File: src/rtl/fifo_write_arbiter.sv
// Round-robin arbiter that lets one of NUM_REQ requesters write a burst of up to MAX_BURST beats into a FIFO.
// Optional FIFO_WR_ARB_STALL_CNT_EN adds a saturating stall_count output.
module fifo_write_arbiter #(
  parameter int NUM_REQ    = 4,
  parameter int DATA_WIDTH = 8,
  parameter int MAX_BURST  = 4
) (
  input  logic                          clock,
  input  logic                          reset_n,
  input  logic [NUM_REQ-1:0]            req,
  input  logic [NUM_REQ*DATA_WIDTH-1:0] req_data,
  output logic [NUM_REQ-1:0]            gnt,
  output logic [DATA_WIDTH-1:0]         fifo_data_in,
  output logic                          fifo_write_en,
  input  logic                          fifo_full,
  output logic [$clog2(NUM_REQ)-1:0]    owner,
`ifdef FIFO_WR_ARB_STALL_CNT_EN
  output logic [15:0]                   stall_count,
`endif
  output logic                          busy
);

  localparam int OW = $clog2(NUM_REQ);
  localparam int CW = $clog2(MAX_BURST) + 1;

  typedef enum logic {
    ST_IDLE,
    ST_BURST
  } state_e;

  state_e          state_q, state_d;
  logic [OW-1:0]   owner_q, owner_d;
  logic [CW-1:0]   beat_cnt_q, beat_cnt_d;
  logic [OW-1:0]   next_owner;
  logic            owner_req;
  logic [DATA_WIDTH-1:0] owner_data;
  logic            beat;

  always_comb begin
    owner_req  = 1'b0;
    owner_data = '0;
    for (int i = 0; i < NUM_REQ; i++) begin
      if (owner_q == OW'(i)) begin
        owner_req  = req[i];
        owner_data = req_data[i*DATA_WIDTH +: DATA_WIDTH];
      end
    end
  end

  // Search starts one past the previous owner so every requester gets its turn.
  always_comb begin
    next_owner = owner_q;
    for (int k = NUM_REQ; k >= 1; k--) begin
      if (req[(int'(owner_q) + k) % NUM_REQ]) begin
        next_owner = OW'((int'(owner_q) + k) % NUM_REQ);
      end
    end
  end

  assign busy = (state_q == ST_BURST);
  assign beat = busy && owner_req && !fifo_full;

  always_comb begin
    // NOTE: every combinational output gets a default first so no path can infer a latch.
    state_d    = state_q;
    owner_d    = owner_q;
    beat_cnt_d = beat_cnt_q;
    case (state_q)
      ST_IDLE: begin
        if (|req) begin
          owner_d    = next_owner;
          beat_cnt_d = '0;
          state_d    = ST_BURST;
        end
      end
      ST_BURST: begin
        if (!owner_req) begin
          state_d = ST_IDLE;
        end else if (beat) begin
          beat_cnt_d = beat_cnt_q + CW'(1);
          if (beat_cnt_q + CW'(1) == CW'(MAX_BURST)) state_d = ST_IDLE;
        end
      end
      default: state_d = ST_IDLE;
    endcase
  end

  // NOTE: state registers use non-blocking assignments and reset asynchronously.
  always_ff @(posedge clock or negedge reset_n) begin
    if (!reset_n) begin
      state_q    <= ST_IDLE;
      owner_q    <= OW'(NUM_REQ - 1);
      beat_cnt_q <= '0;
    end else begin
      state_q    <= state_d;
      owner_q    <= owner_d;
      beat_cnt_q <= beat_cnt_d;
    end
  end

  always_comb begin
    for (int i = 0; i < NUM_REQ; i++) gnt[i] = beat && (owner_q == OW'(i));
  end

  assign fifo_write_en = beat;
  assign fifo_data_in  = busy ? owner_data : '0;
  assign owner         = owner_q;

`ifdef FIFO_WR_ARB_STALL_CNT_EN
  logic [15:0] stall_cnt_q, stall_cnt_d;

  always_comb begin
    stall_cnt_d = stall_cnt_q;
    if (busy && owner_req && fifo_full && stall_cnt_q != 16'hFFFF) stall_cnt_d = stall_cnt_q + 16'd1;
  end

  always_ff @(posedge clock or negedge reset_n) begin
    if (!reset_n) stall_cnt_q <= '0;
    else          stall_cnt_q <= stall_cnt_d;
  end

  assign stall_count = stall_cnt_q;
`endif

endmodule

File: config.mk
export PLATFORM = sky130hd
export DESIGN_NAME = fifo_write_arbiter
export DESIGN_NICKNAME = d
export VERILOG_FILES = /design/src/rtl/fifo_write_arbiter.sv
export SDC_FILE = /design/constraint.sdc
export NUM_CORES = 1
export LEC_CHECK = 0
export BUFFER_PORTS_ARGS = -buffer_cell sky130_fd_sc_hd__buf_2
export CORE_ASPECT_RATIO = 1.4
export CORE_MARGIN = 4
export CORE_UTILIZATION = 30
export CTS_BUF_LIST = sky130_fd_sc_hd__clkbuf_2
export DETAILED_ROUTE_END_ITERATION = 16
export PLACE_DENSITY = 0.58
export SYNTH_ARGS = -nofsm -noshare
export SYNTH_HDL_FRONTEND = slang
export SYNTH_SLANG_ARGS = --single-unit
File: constraint.sdc
create_clock -name clock -period 3.7 [get_ports clock]
set_clock_uncertainty 0.15 [all_clocks]
set_input_delay 0.185 -clock clock [delete_from_list [all_inputs] [get_ports clock]]
set_output_delay 0.185 -clock clock [all_outputs]
set_load 0.01 [all_outputs]
==> Implementation_results.wiki, run 1 <==
{| class="wikitable"
! Metric !! Value
|-
| Result of the run || complete, no violations
|-
| Path class of the lowest-slack min-delay path || in -> async
|-
| Placed cell count || 182
|-
| Die outline width || 52.07 um
|-
| Overall power || 0.8982 mW
|-
| Leakage component of the power || 0.5549 nW
|-
| Detailed-route wire length per cell || 13.84 um
|-
| Worst slew margin relative to its limit || 56.99%
|-
| Crit path largest cell delay || 610 ps
|-
| Count of fill cells added during filler insertion || 279
|-
| Master cell of the clock root buffer || clkbuf_2
|-
| Worst EP required || 3370 ps
|-
| Maximum number of pins on one net before global-route repair || 13
|-
| Unrepaired setup endpoints after global routing || no
|-
| Final Non-Filler Cells || 187
|-
| Top achievable clock speed || 332.2 MHz
|-
| Ratio of total power to cell area || 796.7 mW/mm^2
|-
| Maximum resistive drop on vdd || 0.3568 mV
|-
| Slew at the pin with the worst max-slew slack || 635.1 ps
|-
| Count of unique library cells instantiated by Yosys || 34
|-
| Share of Yosys cell area claimed by the top area cell type || 12.27%
|-
| Count of synthesis-stage warnings from yosys || 0
|-
| Chip height || 69.70 um
|-
| CTS Buf Count || 3
|-
| Type of the setup path with the least slack || reg -> out
|-
| Max-capacitance violation count || 0
|-
| Synthesized instance count || 98
|-
| Met3 routed WL || 286 um
|-
| Met2 WL || 1.270 mm
|-
| H-Tree Depth || 1
|-
| Overall Global Routing Usage || 14.62%
|-
| Critical path, cell by cell || inv_1 -> ha_1 -> nor2b_1 -> a221oi_1 -> nor3_2 -> and2_1 -> buf_2
|-
| Synth top cells by count || nand2_1, a21oi_1, o211ai_1
|-
| Detailed router's first-iteration violation count || 34
|-
| Most instantiated flip-flop cell in the synthesis netlist || dfrtp_1
|-
| Syn Std Cell Area || 815.8 um^2
|-
| Layout Area Growth over Synthesis || 38.19%
|-
| Detailed-route wire length || 2.588 mm
|-
| 1st-pass router iterations || 5
|-
| Cell types occupying the most area after synthesis || dfrtp_1, ha_1, a221o_1
|-
| Post-detailed-route count of antenna-violating nets || 0
|-
| Clock network latency to the later pin of the worst-skew pair || 220 ps
|-
| CP startpoint kind || flop
|-
| Number of buffers inserted by post-CTS setup repair || 0
|-
| Number of antenna violations at the first check in global routing || 0
|-
| Critical path arrival || 2670 ps
|-
| Pins Over Slew Limit || 0
|-
| Total vias in the final route || 974
|-
| Portion of the clock cycle consumed by the worst path in the final layout || 81.35%
|-
| Detailed-routing wirelength on met1 || 1.022 mm
|-
| Buffers on Ports || 54
|-
| Via count of the first global-routing pass || 958
|-
| Library cell contributing the largest single delay on the critical path || dfstp_2
|-
| Area enclosed by the die boundary || 0.003629 mm^2
|-
| Fraction of registers with async set/reset || 100.0%
|-
| Most numerous cell in the Yosys netlist || nand2_1
|-
| Number of placement rows || 22
|-
| Cts repair resizes || 0
|-
| Uppermost signal routing layer after detailed routing || met4
|-
| Peak fanout along the critical path || 12
|-
| Total count of hold-check failures in the final report || 0
|-
| Final net count || 197
|-
| Final GP Congestion || 0.7241
|-
| Clock transition at path regs || 70 ps
|-
| Sequential element share of the synthesized area || 18.71%
|-
| CTS Sinks || 6
|-
| First-pass GRT wire length || 4.222 mm
|-
| Ratio of cells with drive above 1 in the final layout || 43.71%
|-
| Number of flip-flops and latches in the synthesized netlist || 6
|-
| Average instance area after synthesis || 8.324 um^2
|-
| Final total negative setup slack || 0 ps
|-
| Worst slack on hold paths || 149.0 ps
|-
| Number of synthesized flops with an enable pin || 0
|-
| Buffer levels on the longest clock path || 2
|-
| Number of DRC violations after detailed routing || 0
|-
| Area of the placeable core || 0.002615 mm^2
|-
| Final worst path period need || 3010 ps
|-
| DP HPWL || 2.141 mm
|-
| Sum of overflow across all layers after global routing || 0
|-
| Initial core utilization || 31.20%
|-
| Setup Viol. Count Final || 0
|-
| Most area-hungry cell type in the Yosys netlist || dfrtp_1
|-
| Syn_nets || 143
|-
| Number of vias per cell || 5.209
|-
| Final antenna diode count || 0
|-
| Top-level I/O count || 55
|-
| Crit path capture type || output port
|-
| Clock tree from TritonCTS || yes
|-
| Number of hold-repair buffers added at the cts stage || 1
|}
stage by stage:
stage	utilization, %	setup slack, ps	instance area (um^2)
after floorplan	-	1366	815.8
after global placement	41.96	1022	1097
after detailed placement	41.96	873.7	1097
after CTS	43.11	614.8	1127
after global routing	43.11	432.4	1127
final	43.11	690.0	1127
final cells by class:
cell class / instances / area [um^2] / share of cell area, %
Clock buffer: 4 / 20.02 / 1.776
Multi-Input combinational cell: 77 / 595.6 / 52.83
Tap cell: 36 / 45.04 / 3.996
Timing Repair Buffer: 55 / 280.3 / 24.86
Sequential cell: 6 / 152.6 / 13.54
Inverter: 9 / 33.78 / 2.997
sequential cells by signal, indices dropped and copies added (netlist names):
| signal | flops |
|---|---|
| owner | 2 |
| beat_cnt_q | 3 |
| busy | 1 |
final timing paths:
path                                  to     startpoint  slack (ps)  depth (start not counted)
hold reg to reg            beat_cnt_q[2]  beat_cnt_q[2]         380                          2
min in group clock                  busy      fifo_full         180                          3
setup / recovery                  gnt[1]       owner[1]         690                          7
setup reg to reg           beat_cnt_q[0]       owner[1]        1070                          6
max in group asynchronous       owner[0]        reset_n        3020                          2
hold / removal                      busy        reset_n         150                          2
per-layer routing:
| layer | vias to the layer above | global-route usage, % |
|---|---|---|
| li1 | 479 | - |
| met1 | 430 | 17.04 |
| met2 | 63 | 25.87 |
| met3 | 2 | 2.151 |
| met4 | 0 | 5.248 |
| met5 | - | 0 |
cells by family after synthesis:
kind of cell / share of synthesized area (%)
compound gates: 33.28
xor+xnor: 1.074
fa+ha+maj: 9.202
buf+inv: 8.283
flops: 18.71
mux: 12.73
simple gates: 16.72
critical path: cells and delay by family (launching register included):
family          cells  cell delay (ps)
compound gates      1              200
fa+ha+maj           1              330
buf+inv             2              220
flops               1              610
simple gates        3             1100
report_power, final:
part / switching, mW / internal (mW)
clock network: 0.0222 / 0.0286
registers: 0.0472 / 0.103
logic: 0.384 / 0.313
cells in the final DEF, fill, tap and decap left out, drive strengths merged:
master / synthesis / final
buf: 4 / 54
nand2: 13 / 13
o211ai: 9 / 9
a21oi: 9 / 9
inv: 7 / 7
a221o: 7 / 7
mux2i: 7 / 7
ha: 6 / 6
dfrtp: 4 / 4
clkbuf: 2 / 4
nor3: 3 / 3
clkinv: 2 / 2
nor2b: 2 / 2
nand2b: 2 / 2
and2: 2 / 2
o22ai: 2 / 2
dfstp: 2 / 2
or2: 1 / 1
a221oi: 1 / 1
o311ai: 1 / 1
o41ai: 1 / 1
o31ai: 1 / 1
mux4: 1 / 1
a21o: 1 / 1
and3: 1 / 1
a211oi: 1 / 1
xnor2: 1 / 1
mux2: 1 / 1
nor4b: 1 / 1
a31oi: 1 / 1
or4: 1 / 1
o221ai: 1 / 1
dlygate4sd3: 0 / 1
Note: power is estimated with default switching activity, not from simulation.
==> run 2, diff against run 1 <==
==> constraint.sdc (replaced) <==
create_clock -name clock -period 3 [get_ports clock]
set_clock_uncertainty 0.15 [all_clocks]
set_input_delay 0.15 -clock clock [delete_from_list [all_inputs] [get_ports clock]]
set_output_delay 0.15 -clock clock [all_outputs]
set_load 0.01 [all_outputs]
==> run 2 against run 1 <==
Register-to-register slack got worse by 330 ps; design area increased by 1.6%; sequential cell count unchanged; global-route usage about the same; setup slack got worse by 370 ps; utilization increased by 0.67 points; largest power group unchanged.
==> Implementation_results.wiki, run 2 (synthesis results as in run 1) <==
{| class="wikitable"
! Metric !! Value
|-
| Detailed-route wire length per cell || 14.02 um
|-
| Crit path capture type || output port
|-
| Pins Over Slew Limit || 0
|-
| Type of the setup path with the least slack || reg -> out
|-
| Worst slack after detailed placement || 414.1 ps
|-
| Total vias in the final route || 952
|-
| Result of the run || complete, no violations
|-
| CTS Buf Count || 3
|-
| Final worst-path setup slack || 318.7 ps
|-
| Unrepaired setup endpoints after global routing || no
|-
| Final GP Congestion || 0.7517
|-
| Flip-flop count of the largest register, all copies and words added || 3
|-
| Number of DRC violations after detailed routing || 0
|-
| Number of buffers inserted by post-CTS setup repair || 0
|-
| Max-capacitance violation count || 0
|-
| 1st-pass router iterations || 4
|-
| H-Tree Depth || 1
|-
| Ratio of total power to cell area || 993.8 mW/mm^2
|-
| First-pass GRT wire length || 4.181 mm
|-
| Count of fill cells added during filler insertion || 263
|-
| Number of vias per cell || 5.037
|-
| Maximum resistive drop on vdd || 0.5519 mV
|-
| Leading cell type in the layout, fill and taps excluded || buf_2
|-
| Final worst path period need || 2681 ps
|-
| DP HPWL || 2.174 mm
|-
| Clock transition at path regs || 70 ps
|-
| Leakage component of the power || 0.5650 nW
|-
| Critical path, cell by cell || inv_1 -> ha_1 -> or2_0 -> a221oi_1 -> nor3_2 -> and2_1 -> buf_2
|-
| Master cell of the clock root buffer || clkbuf_2
|-
| Area of the placeable core || 0.002615 mm^2
|-
| Total count of hold-check failures in the final report || 0
|-
| Chip height || 69.70 um
|-
| Library cell contributing the largest single delay on the critical path || dfstp_2
|-
| Initial core utilization || 31.20%
|-
| Detailed router's first-iteration violation count || 14
|-
| Count of buffer and inverter cells on the critical path || 2
|-
| Ratio of cells with drive above 1 in the final layout || 45.10%
|-
| CP startpoint kind || flop
|-
| Most crowded layer after global routing || met2
|-
| Overall Global Routing Usage || 14.65%
|-
| Worst EP required || 2700 ps
|-
| CP Launch Point || owner[0]
|-
| Number of antenna violations at the first check in global routing || 0
|-
| Portion of the clock cycle consumed by the worst path in the final layout || 89.38%
|-
| R2R cell count || 6
|-
| Critical path arrival || 2380 ps
|-
| Setup Viol. Count Final || 0
|-
| Highest-count cells in the layout ignoring fill and taps || buf_2, nand2_1, o211ai_1, a21oi_1
|-
| Cell family contributing the most delay on the critical path || flip-flops
|-
| Top achievable clock speed || 373.0 MHz
|-
| Detailed-route wire length || 2.650 mm
|-
| Final antenna diode count || 0
|-
| Fraction of met1 tracks used by global routing || 16.34%
|-
| Sum of overflow across all layers after global routing || 0
|-
| Path class of the lowest-slack min-delay path || in -> async
|-
| Met3 capacity usage during global routing || 3.871%
|-
| Worst slew margin relative to its limit || 59.24%
|-
| Slew at the pin with the worst max-slew slack || 601.9 ps
|-
| Crit path largest cell delay || 670 ps
|-
| Number of placement rows || 22
|-
| CTS Sinks || 6
|-
| Largest register by flop count || beat_cnt_q
|-
| Via count of the first global-routing pass || 951
|-
| Met2 routing resource usage after global routing || 26.01%
|-
| Maximum number of pins on one net before global-route repair || 13
|-
| R2R Path Start || owner[0]
|-
| Area enclosed by the die boundary || 0.003629 mm^2
|-
| Final total negative setup slack || 0 ps
|-
| Clock tree from TritonCTS || yes
|-
| Buffer levels on the longest clock path || 2
|-
| Buffers on Ports || 54
|-
| Post-detailed-route count of antenna-violating nets || 0
|-
| Layout Area Growth over Synthesis || 40.34%
|-
| Clock network latency to the later pin of the worst-skew pair || 220 ps
|-
| Peak fanout along the critical path || 11
|-
| Die outline width || 52.07 um
|-
| Final net count || 199
|-
| Top-level I/O count || 55
|-
| Number of gates on the worst path with buffers counted || 7
|}
run 2: repair_timing:
item	4_1_cts	5_1_grt
resized for setup	0	1
setup endpoints to repair	0	2
hold buffers	1	0
hold endpoints to repair	6	0
run 2: layout make-up:
cell class,instances,area [um^2],share of cell area [%]
multi-input combinational,77,598.1,52.24
timing repair buffer,57,295.3,25.79
sequential,6,152.6,13.33
tap,36,45.04,3.934
inverter,9,33.78,2.951
clock buffer,4,20.02,1.749
run 2: metrics by stage:
step	area, um^2	std cells	util, %	hold WS [ps]	power (mW)
after floorplan	815.8	98	-	-295.6	0.8174
after detailed placement	1112	184	42.54	-174.8	1.075
after global routing	1145	189	43.78	113.7	1.255
after global placement	1112	184	42.54	-176.1	1.053
after CTS	1142	189	43.68	101.9	1.151
final	1145	189	43.78	122.5	1.138
run 2: worst paths after layout:
check / end / slack, ps
min reg2reg: beat_cnt_q[2] / 380
max: gnt[0] / 320
max reg2reg: beat_cnt_q[0] / 740
max in group asynchronous: owner[0] / 2350
min: beat_cnt_q[2] / 120
min in group clock: beat_cnt_q[2] / 150
run 2: power by group:
group	internal (mW)	switching [mW]
Sequential	0.127	0.0615
Clock	0.0353	0.0300
Combinational	0.404	0.479
run 2: routing by layer:
layer / wire length [um] / part of all wire [%]
met3: 326 / 12
met2: 1268 / 48
met1: 1056 / 40
met4: 0 / 0
met5: 0 / 0
run 2: worst reg2reg max path: stages, from the launching register on:
cell	delay [ps]
dfstp_2	670
inv_1	140
ha_1	310
or2_0	250
a221oi_1	320
nor3_2	150
mux2i_1	160
==> run 3, diff against run 2 <==
--- a/config.mk
+++ b/config.mk
@@ -5,13 +5,14 @@
 export SDC_FILE = /design/constraint.sdc
 export NUM_CORES = 1
 export LEC_CHECK = 0
+export ABC_AREA = 1
 export BUFFER_PORTS_ARGS = -buffer_cell sky130_fd_sc_hd__buf_2
 export CORE_ASPECT_RATIO = 1.4
 export CORE_MARGIN = 4
 export CORE_UTILIZATION = 30
 export CTS_BUF_LIST = sky130_fd_sc_hd__clkbuf_2
 export DETAILED_ROUTE_END_ITERATION = 16
-export PLACE_DENSITY = 0.58
+export PLACE_DENSITY = 0.57
 export SYNTH_ARGS = -nofsm -noshare
 export SYNTH_HDL_FRONTEND = slang
 export SYNTH_SLANG_ARGS = --single-unit
==> run 3 against run 2 <==
Combinational power is 2% higher; area after synthesis is 2.8% higher; utilization is 0.065 points higher; count of clock-buffer cells in the layout stayed put; sequential cell count stayed put; largest power group unchanged.
==> Implementation_results.wiki, run 3 <==
{| class="wikitable"
! Metric !! Value
|-
| Layout Area Growth over Synthesis || 38.21%
|-
| Highest-count cells in the layout ignoring fill and taps || buf_2, nand2_1, o21ai_0
|-
| Fraction of registers with async set/reset || 100.0%
|-
| Die outline width || 52.68 um
|-
| Largest register by flop count || beat_cnt_q
|-
| Number of DRC violations after detailed routing || 0
|-
| Post-synthesis xor/xnor area fraction || 0%
|-
| Met2 routing resource usage after global routing || 24.17%
|-
| CTS Buf Count || 3
|-
| Proportion of synthesized area in mux cells || 0%
|-
| Crit path capture type || output port
|-
| Most numerous cell in the Yosys netlist || nand2_1
|-
| Clock transition at path regs || 60 ps
|-
| Maximum number of pins on one net before global-route repair || 19
|-
| Synthesized instance count || 141
|-
| Syn_nets || 186
|-
| Number of antenna violations at the first check in global routing || 0
|-
| Layout Cell Area excl Fill || 0.001159 mm^2
|-
| Worst slew margin relative to its limit || 74.79%
|-
| Synthesized-area fraction occupied by adder cells || 8.955%
|-
| Final worst-path setup slack || 565.1 ps
|-
| DP HPWL || 2.217 mm
|-
| Total count of hold-check failures in the final report || 0
|-
| Worst EP required || 2700 ps
|-
| Initial core utilization || 31.72%
|-
| CTS Sinks || 6
|-
| 1st-pass router iterations || 4
|-
| Ratio of cells with drive above 1 in the final layout || 36.92%
|-
| Final total negative setup slack || 0 ps
|-
| Pins Over Slew Limit || 0
|-
| Maximum resistive drop on vdd || 0.4335 mV
|-
| Most instantiated flip-flop cell in the synthesis netlist || dfrtp_1
|-
| Share of Yosys cell area claimed by the top area cell type || 14.33%
|-
| Leakage component of the power || 0.6639 nW
|-
| Count of unique library cells instantiated by Yosys || 22
|-
| H-Tree Depth || 1
|-
| Overall power || 1.156 mW
|-
| Setup Viol. Count Final || 0
|-
| Detailed-route wire length per cell || 11.30 um
|-
| Synth Area in Simple Gates || 33.28%
|-
| Unrepaired setup endpoints after global routing || no
|-
| Worst slack after detailed placement || 783.0 ps
|-
| Number of buffers inserted by post-CTS setup repair || 0
|-
| Compound-Gate Fraction of Synth Area || 28.21%
|-
| Most area-hungry cell type in the Yosys netlist || o21ai_0
|-
| Master cell of the clock root buffer || clkbuf_2
|-
| Clock tree from TritonCTS || yes
|-
| Final Non-Filler Cells || 231
|-
| Synth top cells by count || nand2_1, o21ai_0, a21oi_1
|-
| Placed cell count || 226
|-
| Slew at the pin with the worst max-slew slack || 378.2 ps
|-
| Result of the run || complete, no violations
|-
| Area enclosed by the die boundary || 0.003716 mm^2
|-
| Flip-flop count of the largest register, all copies and words added || 3
|-
| Total vias in the final route || 1,077
|-
| Overall Global Routing Usage || 13.76%
|-
| Critical path arrival || 2130 ps
|-
| Max-capacitance violation count || 0
|-
| Chip height || 70.55 um
|-
| Clock network latency to the later pin of the worst-skew pair || 220 ps
|-
| Fraction of met1 tracks used by global routing || 16.28%
|-
| Type of the setup path with the least slack || reg -> out
|-
| Number of flip-flops and latches in the synthesized netlist || 6
|-
| Final design utilization || 43.84%
|-
| Worst slack on hold paths || 117.7 ps
|-
| Path class of the lowest-slack min-delay path || in -> async
|-
| Ratio of total power to cell area || 998.1 mW/mm^2
|-
| Syn Std Cell Area || 838.3 um^2
|-
| Area of placed instances || 0.001129 mm^2
|-
| Final worst path period need || 2435 ps
|-
| Buffer levels on the longest clock path || 2
|-
| Most crowded layer after global routing || met2
|-
| Cell types occupying the most area after synthesis || o21ai_0, nand2_1, dfrtp_1
|-
| Number of synthesized flops with an enable pin || 0
|-
| Sum of overflow across all layers after global routing || 0
|-
| Count of fill cells added during filler insertion || 307
|-
| Met3 capacity usage during global routing || 1.895%
|-
| Final antenna diode count || 0
|-
| Sequential element share of the synthesized area || 18.21%
|-
| Final GP Congestion || 0.7920
|-
| Post-detailed-route count of antenna-violating nets || 0
|-
| Number of placement rows || 22
|-
| First-pass GRT wire length || 3.988 mm
|-
| Count of synthesis-stage warnings from yosys || 0
|-
| Portion of the clock cycle consumed by the worst path in the final layout || 81.16%
|-
| Top achievable clock speed || 410.7 MHz
|-
| Via count of the first global-routing pass || 924
|-
| Top-level I/O count || 55
|-
| Average instance area after synthesis || 5.945 um^2
|-
| Detailed router's first-iteration violation count || 15
|-
| Peak fanout along the critical path || 18
|-
| Area of the placeable core || 0.002643 mm^2
|-
| Final net count || 241
|-
| CP startpoint kind || flop
|-
| Dominant combinational cell family by area after synthesis || simple AND/OR/NAND/NOR gates
|-
| Detailed-route wire length || 2.611 mm
|-
| Buffers on Ports || 54
|-
| Leading cell type in the layout, fill and taps excluded || buf_2
|-
| Number of vias per cell || 4.662
|}
run 3: layout make-up:
type                            instances  area [um^2]  share of cell area, %
Tap cell                               36        45.04                  3.888
Clock buffer                            4        20.02                  1.728
Multi-Input combinational cell        112        590.6                  50.97
Inverter                               18        70.07                  6.048
Timing Repair Buffer                   55        280.3                  24.19
Sequential cell                         6        152.6                  13.17
run 3: report_power, final:
group          internal [mW]  switching (mW)  total, mW
clock                 0.0353          0.0293     0.0646
sequential             0.129          0.0591      0.188
combinational          0.337           0.567      0.904
total                  0.501           0.655       1.16
run 3: final timing paths:
check / from / to / slack, ps / cells after the start
max: owner[0] / gnt[3] / 570 / 10
min: reset_n / busy / 120 / 2
max reg2reg: owner[0] / beat_cnt_q[2] / 920 / 8
min reg2reg: beat_cnt_q[1] / beat_cnt_q[1] / 360 / 2
max in group asynchronous: reset_n / owner[1] / 2350 / 2
min in group clock: fifo_full / busy / 150 / 5
run 3: metal layers:
metal / routed length [um] / share of wire, %
met1: 1090 / 42
met3: 258 / 9.9
met2: 1252 / 48
met4: 9 / 0.34
met5: 0 / 0
run 3: repair_timing:
action,4_1_cts,5_1_grt
resized for setup,0,0
endpoints found under the hold margin,6,0
hold buffers,1,0
run 3: kinds of logic after synthesis:
family | after synthesis
AO/OA/AOI/OAI | 45
flip-flops | 6
adder cells (fa/ha/maj) | 6
AND/OR/NAND/NOR | 61
buffers and inverters | 23
run 3: critical path, cell delays in order (launching register included):
cell and delay, ps:
dfstp_2 630, inv_2 110, ha_1 220, inv_1 280
nand3_1 140, nand2_2 110, nand3_4 120, inv_2 90
nand2_1 50, inv_1 50, buf_2 110
